**config.mk**
```make
export PLATFORM = sky130hd
export DESIGN_NAME = phase_nco
export DESIGN_NICKNAME = d
export VERILOG_FILES = /design/src/rtl/phase_nco.sv
export SDC_FILE = /design/constraint.sdc
export NUM_CORES = 1
export LEC_CHECK = 0
export BUFFER_PORTS_ARGS = -buffer_cell sky130_fd_sc_hd__buf_4
export CORE_MARGIN = 2
export CORE_UTILIZATION = 45
export CTS_CLUSTER_SIZE = 40
export DETAILED_ROUTE_END_ITERATION = 8
export GPL_ROUTABILITY_DRIVEN = 0
export SLEW_MARGIN = 0
export SYNTH_ARGS = -nofsm -noshare
export SYNTH_HDL_FRONTEND = slang
export SYNTH_SLANG_ARGS = --single-unit
```
**constraint.sdc**
```tcl
create_clock -name clk -period 2.2 [get_ports clk]
set_input_delay 0.22 -clock clk [delete_from_list [all_inputs] [get_ports clk]]
set_output_delay 0.22 -clock clk [all_outputs]
set_load 0.05 [all_outputs]
```
**src/rtl/phase_nco.sv**
```systemverilog
// rtl/phase_nco.sv - phase accumulator NCO with byte-serial tuning-word loader
//
// Purpose: accumulates a tuning word (ftw) every enabled cycle and presents the
// top PHASE_W accumulator bits to a sine lookup. The tuning word is loaded one
// byte at a time, LSB byte first, into a staging register and committed to ftw
// only after a complete word has arrived.
//
// Ports:
//   clk        rising-edge clock for all state
//   rst        asynchronous active-high reset
//   en         accumulate enable
//   phase_clr  synchronous accumulator clear (overrides en)
//   cfg_data   tuning-word byte, LSB byte first
//   cfg_valid  cfg_data valid
//   cfg_ready  loader accepts a byte (low only during COMMIT)
//   cfg_abort  discard a partially loaded word (ignored during COMMIT)
//   phase_out  top PHASE_W bits of the accumulator
//   wrap       one-cycle pulse after an accumulator carry-out
//   ftw_busy   a load is in progress

module phase_nco #(
   parameter int ACC_W   = 24,
   parameter int PHASE_W = 8
) (
   input  logic               clk,
   input  logic               rst,
   input  logic               en,
   input  logic               phase_clr,
   input  logic [7:0]         cfg_data,
   input  logic               cfg_valid,
   output logic               cfg_ready,
   input  logic               cfg_abort,
   output logic [PHASE_W-1:0] phase_out,
   output logic               wrap,
   output logic               ftw_busy
);

   localparam int NB    = ACC_W / 8;
   // One extra code so byte_cnt can sit at NB while COMMIT is pending.
   localparam int CNT_W = $clog2(NB + 1);

   typedef enum logic {
      LOAD   = 1'b0,
      COMMIT = 1'b1
   } state_t;

   state_t             r_state;
   state_t             w_state_nxt;
   logic [CNT_W-1:0]   r_byte_cnt;
   logic [ACC_W-1:0]   r_stage;
   logic [ACC_W-1:0]   r_ftw;
   logic [ACC_W-1:0]   r_acc;
   logic               r_wrap;
   logic [ACC_W:0]     w_sum;
   logic               w_accept;
   logic               w_last;

   assign w_last = (r_byte_cnt == CNT_W'(NB - 1));

   // Loader FSM: state register
   always_ff @(posedge clk or posedge rst) begin
      if (rst) begin
         r_state <= LOAD;
      end else begin
         r_state <= w_state_nxt;
      end
   end

   // Loader FSM: next state and handshake. Abort beats a byte presented in
   // the same cycle.
   always_comb begin
      w_state_nxt = r_state;
      cfg_ready   = 1'b0;
      w_accept    = 1'b0;
      case (r_state)
         LOAD: begin
            cfg_ready = 1'b1;
            w_accept  = cfg_valid && !cfg_abort;
            if (w_accept && w_last) begin
               w_state_nxt = COMMIT;
            end
         end
         COMMIT: begin
            w_state_nxt = LOAD;
         end
         default: begin
            w_state_nxt = LOAD;
         end
      endcase
   end

   // Loader datapath: staging bytes, byte counter and committed tuning word.
   always_ff @(posedge clk or posedge rst) begin
      if (rst) begin
         r_byte_cnt <= '0;
         r_stage    <= '0;
         r_ftw      <= '0;
      end else if (r_state == COMMIT) begin
         r_ftw      <= r_stage;
         r_byte_cnt <= '0;
      end else if (cfg_abort) begin
         r_byte_cnt <= '0;
      end else if (w_accept) begin
         for (int b = 0; b < NB; b++) begin
            if (CNT_W'(b) == r_byte_cnt) begin
               r_stage[b*8 +: 8] <= cfg_data;
            end
         end
         r_byte_cnt <= r_byte_cnt + 1'b1;
      end
   end

   // Extra top bit of the sum is the carry-out that drives wrap.
   assign w_sum = {1'b0, r_acc} + {1'b0, r_ftw};

   always_ff @(posedge clk or posedge rst) begin
      if (rst) begin
         r_acc  <= '0;
         r_wrap <= 1'b0;
      end else if (phase_clr) begin
         r_acc  <= '0;
         r_wrap <= 1'b0;
      end else if (en) begin
         r_acc  <= w_sum[ACC_W-1:0];
         r_wrap <= w_sum[ACC_W];
      end else begin
         r_wrap <= 1'b0;
      end
   end

   assign phase_out = r_acc[ACC_W-1 -: PHASE_W];
   assign wrap      = r_wrap;
   assign ftw_busy  = (r_byte_cnt != '0) || (r_state == COMMIT);

endmodule

```
==> qor.txt, run 1 <==
Clock Sink Count: 76
Post-Syn Instances: 376
Highest Clock Rate: 0.424 GHz
Detailed Place HPWL: 6.36 mm
Post-Syn Area per Cell: 11.0 sq um
Final Skew: 0.0125 ns
Hold Path Origin: cfg_abort
final WL: 9.11 mm
crit path kind: register to register
CP startpoint kind: register
largest net degree at the start of global routing: 45
Final Cell Area: 5000 sq um
status: finished with violations
total core area: 9060 sq um
Primary FF master, synth: dfrtp_1
clock-pin slew on the worst setup and hold paths: 0.09 ns
Leakage: 0.00229 uW
Routed WL per cell: 17.0 microns
number of buffers added on ports: 24
antenna fix cells: 0
Async SR Flop Fraction: 100%
initial antenna violation count: 0
fin nets: 464
Final Slew Violations: 0
yosys warns: 0
most area-consuming cells after synthesis: dfrtp_1, mux2_2, ha_1
Max Fanout on Critical Path: 5
Die Ht: 100 microns
Post-synth EDFFs: 0
Final Worst Setup Slack: -0.161 ns
crit path DAT: 2.61 ns
peak supply drop: 0.445 mV
CP startpoint: r_ftw[0]$_DFFE_PP0P_
Yosys cell types: 47
Final Cycle Share: 107%
CTS tree: done
CTS H-tree depth: 3
row count: 35
TritonRoute pass-1 iters: 4
relative slew slack: 31.0%
CTS Buf Count: 9
failing checks: negative setup slack
CP Capture Type: register
min-delay worst type: input pin to register
final core utilization: 55.2%
Worst Max-Slew Pin Slew: 1.03 ns
DIE AREA: 9990 sq um
top-area cell type share of the netlist area: 45.9%
gr usage total: 18.8%
Ports: 25
Root Driver: clkbuf_8
Cell Pwr Density: 1160 nW/um^2
share of layout cells above drive strength 1: 36.6%
dpl cell area: 4550 sq um
number of synthesized register bits: 76
Setup Viol. Count Final: 6
DRT antenna net count: 0
post-synthesis sequential area ratio: 45.9%
setup slack after placement: -0.193 ns
first-pass GRT wire length: 14.5 mm
Skew-Pair Late Insertion Delay: 0.35 ns
Max Root-Sink Buffers: 2
Area Overhead vs Synth: 20.7%
RSZ-0062 raised after global routing: yes
die width: 100 microns
Tmin final: 2.36 ns
average vias per placed instance: 5.56
Worst EP required: 2.45 ns
DR iter-0 viols: 89
Mapped Area: 4140 sq um
Final TNS setup: -0.554 ns
RR Startpoint: r_ftw[0]$_DFFE_PP0P_
Initial Util: 45.7%
Synth area leader: dfrtp_1
endpoints failing hold: 0
Residual DRC: 0
GRT overflow: 0
Vias: 2988
syn nets: 418
vias in the first global route: 2842
max_cap viols: 0
[cells by family after synthesis]
logic type | synth area share (%)
fa+ha+maj | 8.64
flops | 45.9
buf+inv | 3.53
compound gates | 12.2
xor+xnor | 4.65
mux | 15.2
simple gates | 9.90
[stage by stage]
step / power [uW] / cells / hold WS, ns
floorplan: 3780 / 376 / 0.291
global placement: 4340 / 510 / 0.255
detailed placement: 4410 / 510 / 0.252
CTS: 5590 / 531 / 0.0699
global route: 6170 / 537 / 0.0797
finish: 5800 / 537 / 0.0759
[cell type report]
type | instances | area (sq um)
clock buffers | 10 | 138
clock inverters | 5 | 60.1
fillers | 777 | 4070
inverters | 7 | 26.3
multi-input cells | 269 | 2270
flip-flops and latches | 76 | 1900
well taps | 111 | 139
repair buffers | 59 | 462
[sequential cells by signal (all words and copies together), names as in the netlist]
name	cells
r_byte_cnt	2
r_acc	24
r_state	1
wrap	1
r_ftw	24
r_stage	24
[path summary, 6_finish.rpt]
path	end	slack [ns]	cells past startpoint
worst max-delay path	r_acc[18]$_DFFE_PP0P_	-0.16	10
worst min-delay path	r_byte_cnt[0]$_DFFE_PP0P_	0.08	2
worst max register to register	r_acc[18]$_DFFE_PP0P_	-0.16	10
worst min register to register	r_acc[15]$_DFFE_PP0P_	0.50	2
max in group asynchronous	r_ftw[1]$_DFFE_PP0P_	1.18	4
min in group asynchronous	r_stage[16]$_DFFE_PP0P_	0.43	3
[power breakdown]
group | switching (uW) | internal (uW) | total [uW]
registers | 375 | 1860 | 2240
logic | 1230 | 1220 | 2460
clock network | 553 | 553 | 1110
total | 2160 | 3640 | 5800
[synthesized netlist by cell type (3+ instances only)]
master	number
a211oi_1	3
a21o_1	5
a21oi_1	23
a31oi_1	3
buf_1	3
buf_4	8
clkbuf_1	13
dfrtp_1	76
ha_1	27
inv_1	7
mux2_2	48
mux2i_1	9
nand2_1	31
nand2b_1	4
nand3_1	4
nand4_1	9
nor2_1	22
nor3_1	5
o211ai_1	3
o21ai_0	17
o21ai_1	5
xnor2_1	13
xor2_1	9
[cell usage in the layout, fill, tap and decap left out, types with 2 or more instances in the layout]
cell       n
o21bai_1   2
a21o_1     5
o21ai_1   10
nor2_2     2
inv_1      6
and3_1     2
ha_2       2
nor3_1     4
nand2_1   31
a21oi_2    6
nor3_2     2
a21oi_1   19
ha_4       5
nor2b_1    2
clkbuf_8  10
nand2b_1   4
nor2_1    20
dfrtp_1   75
xnor2_1   13
mux2_2    48
mux2i_1    9
a211oi_1   2
buf_4     56
nand4_1    9
nand3_1    4
ha_1      20
o211ai_1   3
a31oi_2    2
o21ai_0   11
xor2_1     9
[routing by layer]
| metal | track usage, % | vias up | share of wire [%] |
|---|---|---|---|
| li1 | - | 1425 | - |
| met1 | 27.8 | 1501 | 49 |
| met2 | 28.5 | 51 | 46 |
| met3 | 2.37 | 11 | 4.0 |
| met4 | 6.64 | 0 | 1.4 |
| met5 | 0 | - | 0 |
[critical path: stages, from the launching register on]
cell,delay [ns]
dfrtp_1,0.40
ha_2,0.21
fa_2,0.37
a21o_1,0.21
o2bb2ai_4,0.14
o31ai_4,0.18
buf_6,0.15
nor3_2,0.04
nor4_2,0.31
xor2_1,0.17
o21ai_1,0.08
[what timing repair did]
action	CTS	global route
setup buffers	5	6
setup endpoints to repair	10	11
pin swaps	14	14
hold endpoints to repair	18	0
gates resized for setup	9	21
hold buffers	1	0
Note: power is estimated with default switching activity, not from simulation.
==> run 2: changes to the inputs <==
--- a/config.mk
+++ b/config.mk
@@ -11,6 +11,8 @@
 export CTS_CLUSTER_SIZE = 40
 export DETAILED_ROUTE_END_ITERATION = 8
 export GPL_ROUTABILITY_DRIVEN = 0
+export PLACE_DENSITY = 0.65
+export SKIP_LAST_GASP = 1
 export SLEW_MARGIN = 0
 export SYNTH_ARGS = -nofsm -noshare
 export SYNTH_HDL_FRONTEND = slang
==> run 2 against run 1 <==
Effect of this change:
- the flow still finishes with violations (negative setup slack)
- maximum frequency up 3.7%
- global-route usage up 0.40 points
- critical path depth down 2
- non-clock buffer count up 1
- final cell count up 0.37%
- hold slack worse by 0.0064 ns
- critical path type unchanged
==> qor.txt, run 2 (synthesized netlist as in run 1, its figures left out) <==
Leakage: 0.00230 uW
Die Ht: 100 microns
Max Fanout on Critical Path: 3
Vias: 2973
most frequent cells in the layout: dfrtp_1, buf_4, mux2_2
share of layout cells above drive strength 1: 35.0%
CTS tree: done
endpoints failing hold: 0
antenna fix cells: 0
largest registers: r_acc x24, r_ftw x24, r_stage x24
setup slack after placement: -0.167 ns
Tmin final: 2.28 ns
peak supply drop: 0.520 mV
Routed WL per cell: 16.3 microns
crit path kind: register to register
commonest non-fill, non-tap cell in the layout: dfrtp_1
Root Driver: clkbuf_8
Critical Path, Cell by Cell: ha_1 > o211ai_2 > o21ai_4 > a21oi_2 > o311ai_4 > a21oi_2 > or4_1 > nand3_1
clock-pin slew on the worst setup and hold paths: 0.09 ns
final WL: 8.80 mm
Worst EP required: 2.49 ns
Final Slew Violations: 0
RSZ-0062 raised after global routing: yes
average vias per placed instance: 5.52
Residual DRC: 0
Buf/Inv on CP: 0
CP max-delay cell: or4_1
status: finished with violations
CTS Buf Count: 9
gr usage total: 19.2%
CP top delay family: compound AO/OA/AOI/OAI gates
DRT antenna net count: 0
first-pass GRT wire length: 15.0 mm
most frequent CP cell: a21oi_2
Final Cycle Share: 104%
CP Capture Type: register
crit path DAT: 2.57 ns
Highest Clock Rate: 0.439 GHz
CTS H-tree depth: 3
Skew-Pair Late Insertion Delay: 0.36 ns
Final Worst Setup Slack: -0.0771 ns
die width: 100 microns
failing checks: negative setup slack
largest net degree at the start of global routing: 30
Clock Sink Count: 76
GRT overflow: 0
Cell Pwr Density: 1140 nW/um^2
TritonRoute pass-1 iters: 4
initial antenna violation count: 0
row count: 35
relative slew slack: 68.4%
max_cap viols: 0
max incr delay on CP: 0.49 ns
DR iter-0 viols: 89
Area Overhead vs Synth: 19.1%
fin nets: 465
vias in the first global route: 2987
final core utilization: 54.5%
Worst Max-Slew Pin Slew: 0.473 ns
Max Root-Sink Buffers: 2
total core area: 9060 sq um
Detailed Place HPWL: 6.37 mm
Final Skew: 0.0122 ns
min-delay worst type: input pin to register
number of buffers added on ports: 24
Setup Viol. Count Final: 5
Initial Util: 45.7%
CP startpoint kind: register
Ports: 25
DIE AREA: 9990 sq um
run 2: where the power goes:
group / internal, uW / total (uW) / switching [uW] / leakage, uW
Combinational: 1200 / 2380 / 1190 / 0.00122
Sequential: 1860 / 2220 / 359 / 0.000988
Clock: 451 / 1010 / 557 / 0.0000974
run 2: path summary, 6_finish.rpt:
kind	from	end	slack, ns	cells past startpoint
setup / recovery	r_ftw[2]$_DFFE_PP0P_	r_acc[23]$_DFFE_PP0P_	-0.08	8
hold / removal	cfg_abort	r_byte_cnt[0]$_DFFE_PP0P_	0.07	2
setup reg to reg	r_ftw[2]$_DFFE_PP0P_	r_acc[23]$_DFFE_PP0P_	-0.08	8
hold reg to reg	r_acc[15]$_DFFE_PP0P_	r_acc[15]$_DFFE_PP0P_	0.51	2
max in group asynchronous	rst	r_acc[10]$_DFFE_PP0P_	1.02	4
min in group asynchronous	rst	r_byte_cnt[1]$_DFFE_PP0P_	0.44	3
run 2: worst reg2reg max path, cell delays in order (launching register included):
cell and delay (ns):
dfrtp_1 0.41, ha_1 0.35, o211ai_2 0.11, o21ai_4 0.20
a21oi_2 0.09, o311ai_4 0.33, a21oi_2 0.10, or4_1 0.49
nand3_1 0.13
run 2: layout make-up:
class / instances / area [sq um]
Multi-Input combinational cell: 269 / 2220
Clock buffer: 10 / 138
Tap cell: 111 / 139
Timing Repair Buffer: 60 / 469
Fill cell: 786 / 4130
Inverter: 7 / 26.3
Clock inverter: 6 / 45.0
Sequential cell: 76 / 1900
run 2: what timing repair did:
action,CTS,global route
hold endpoints to repair,19,0
gates resized for setup,10,8
setup buffers,5,3
endpoints found under the setup margin,10,13
gates cloned,0,0
hold buffers,1,0
pin swaps,12,5
run 2: through the flow:
step | instance area [sq um] | hold slack [ns] | cells | setup TNS (ns) | power [uW]
floorplan | 4170 | 0.291 | 376 | -0.00879 | 3780
global placement | 4580 | 0.264 | 514 | -0.498 | 4360
detailed placement | 4580 | 0.268 | 514 | -0.726 | 4430
CTS | 4870 | 0.0520 | 536 | -0.550 | 5570
global route | 4940 | 0.0663 | 539 | -0.997 | 6050
finish | 4940 | 0.0695 | 539 | -0.190 | 5610
run 2: layer usage:
layer | up-vias | share of wire, % | track usage, %
met1 | 1474 | 51 | 27.4
met5 | - | 0 | 0
met4 | 0 | 1.5 | 6.53
li1 | 1441 | - | -
met2 | 46 | 45 | 29.5
met3 | 12 | 2.6 | 3.48
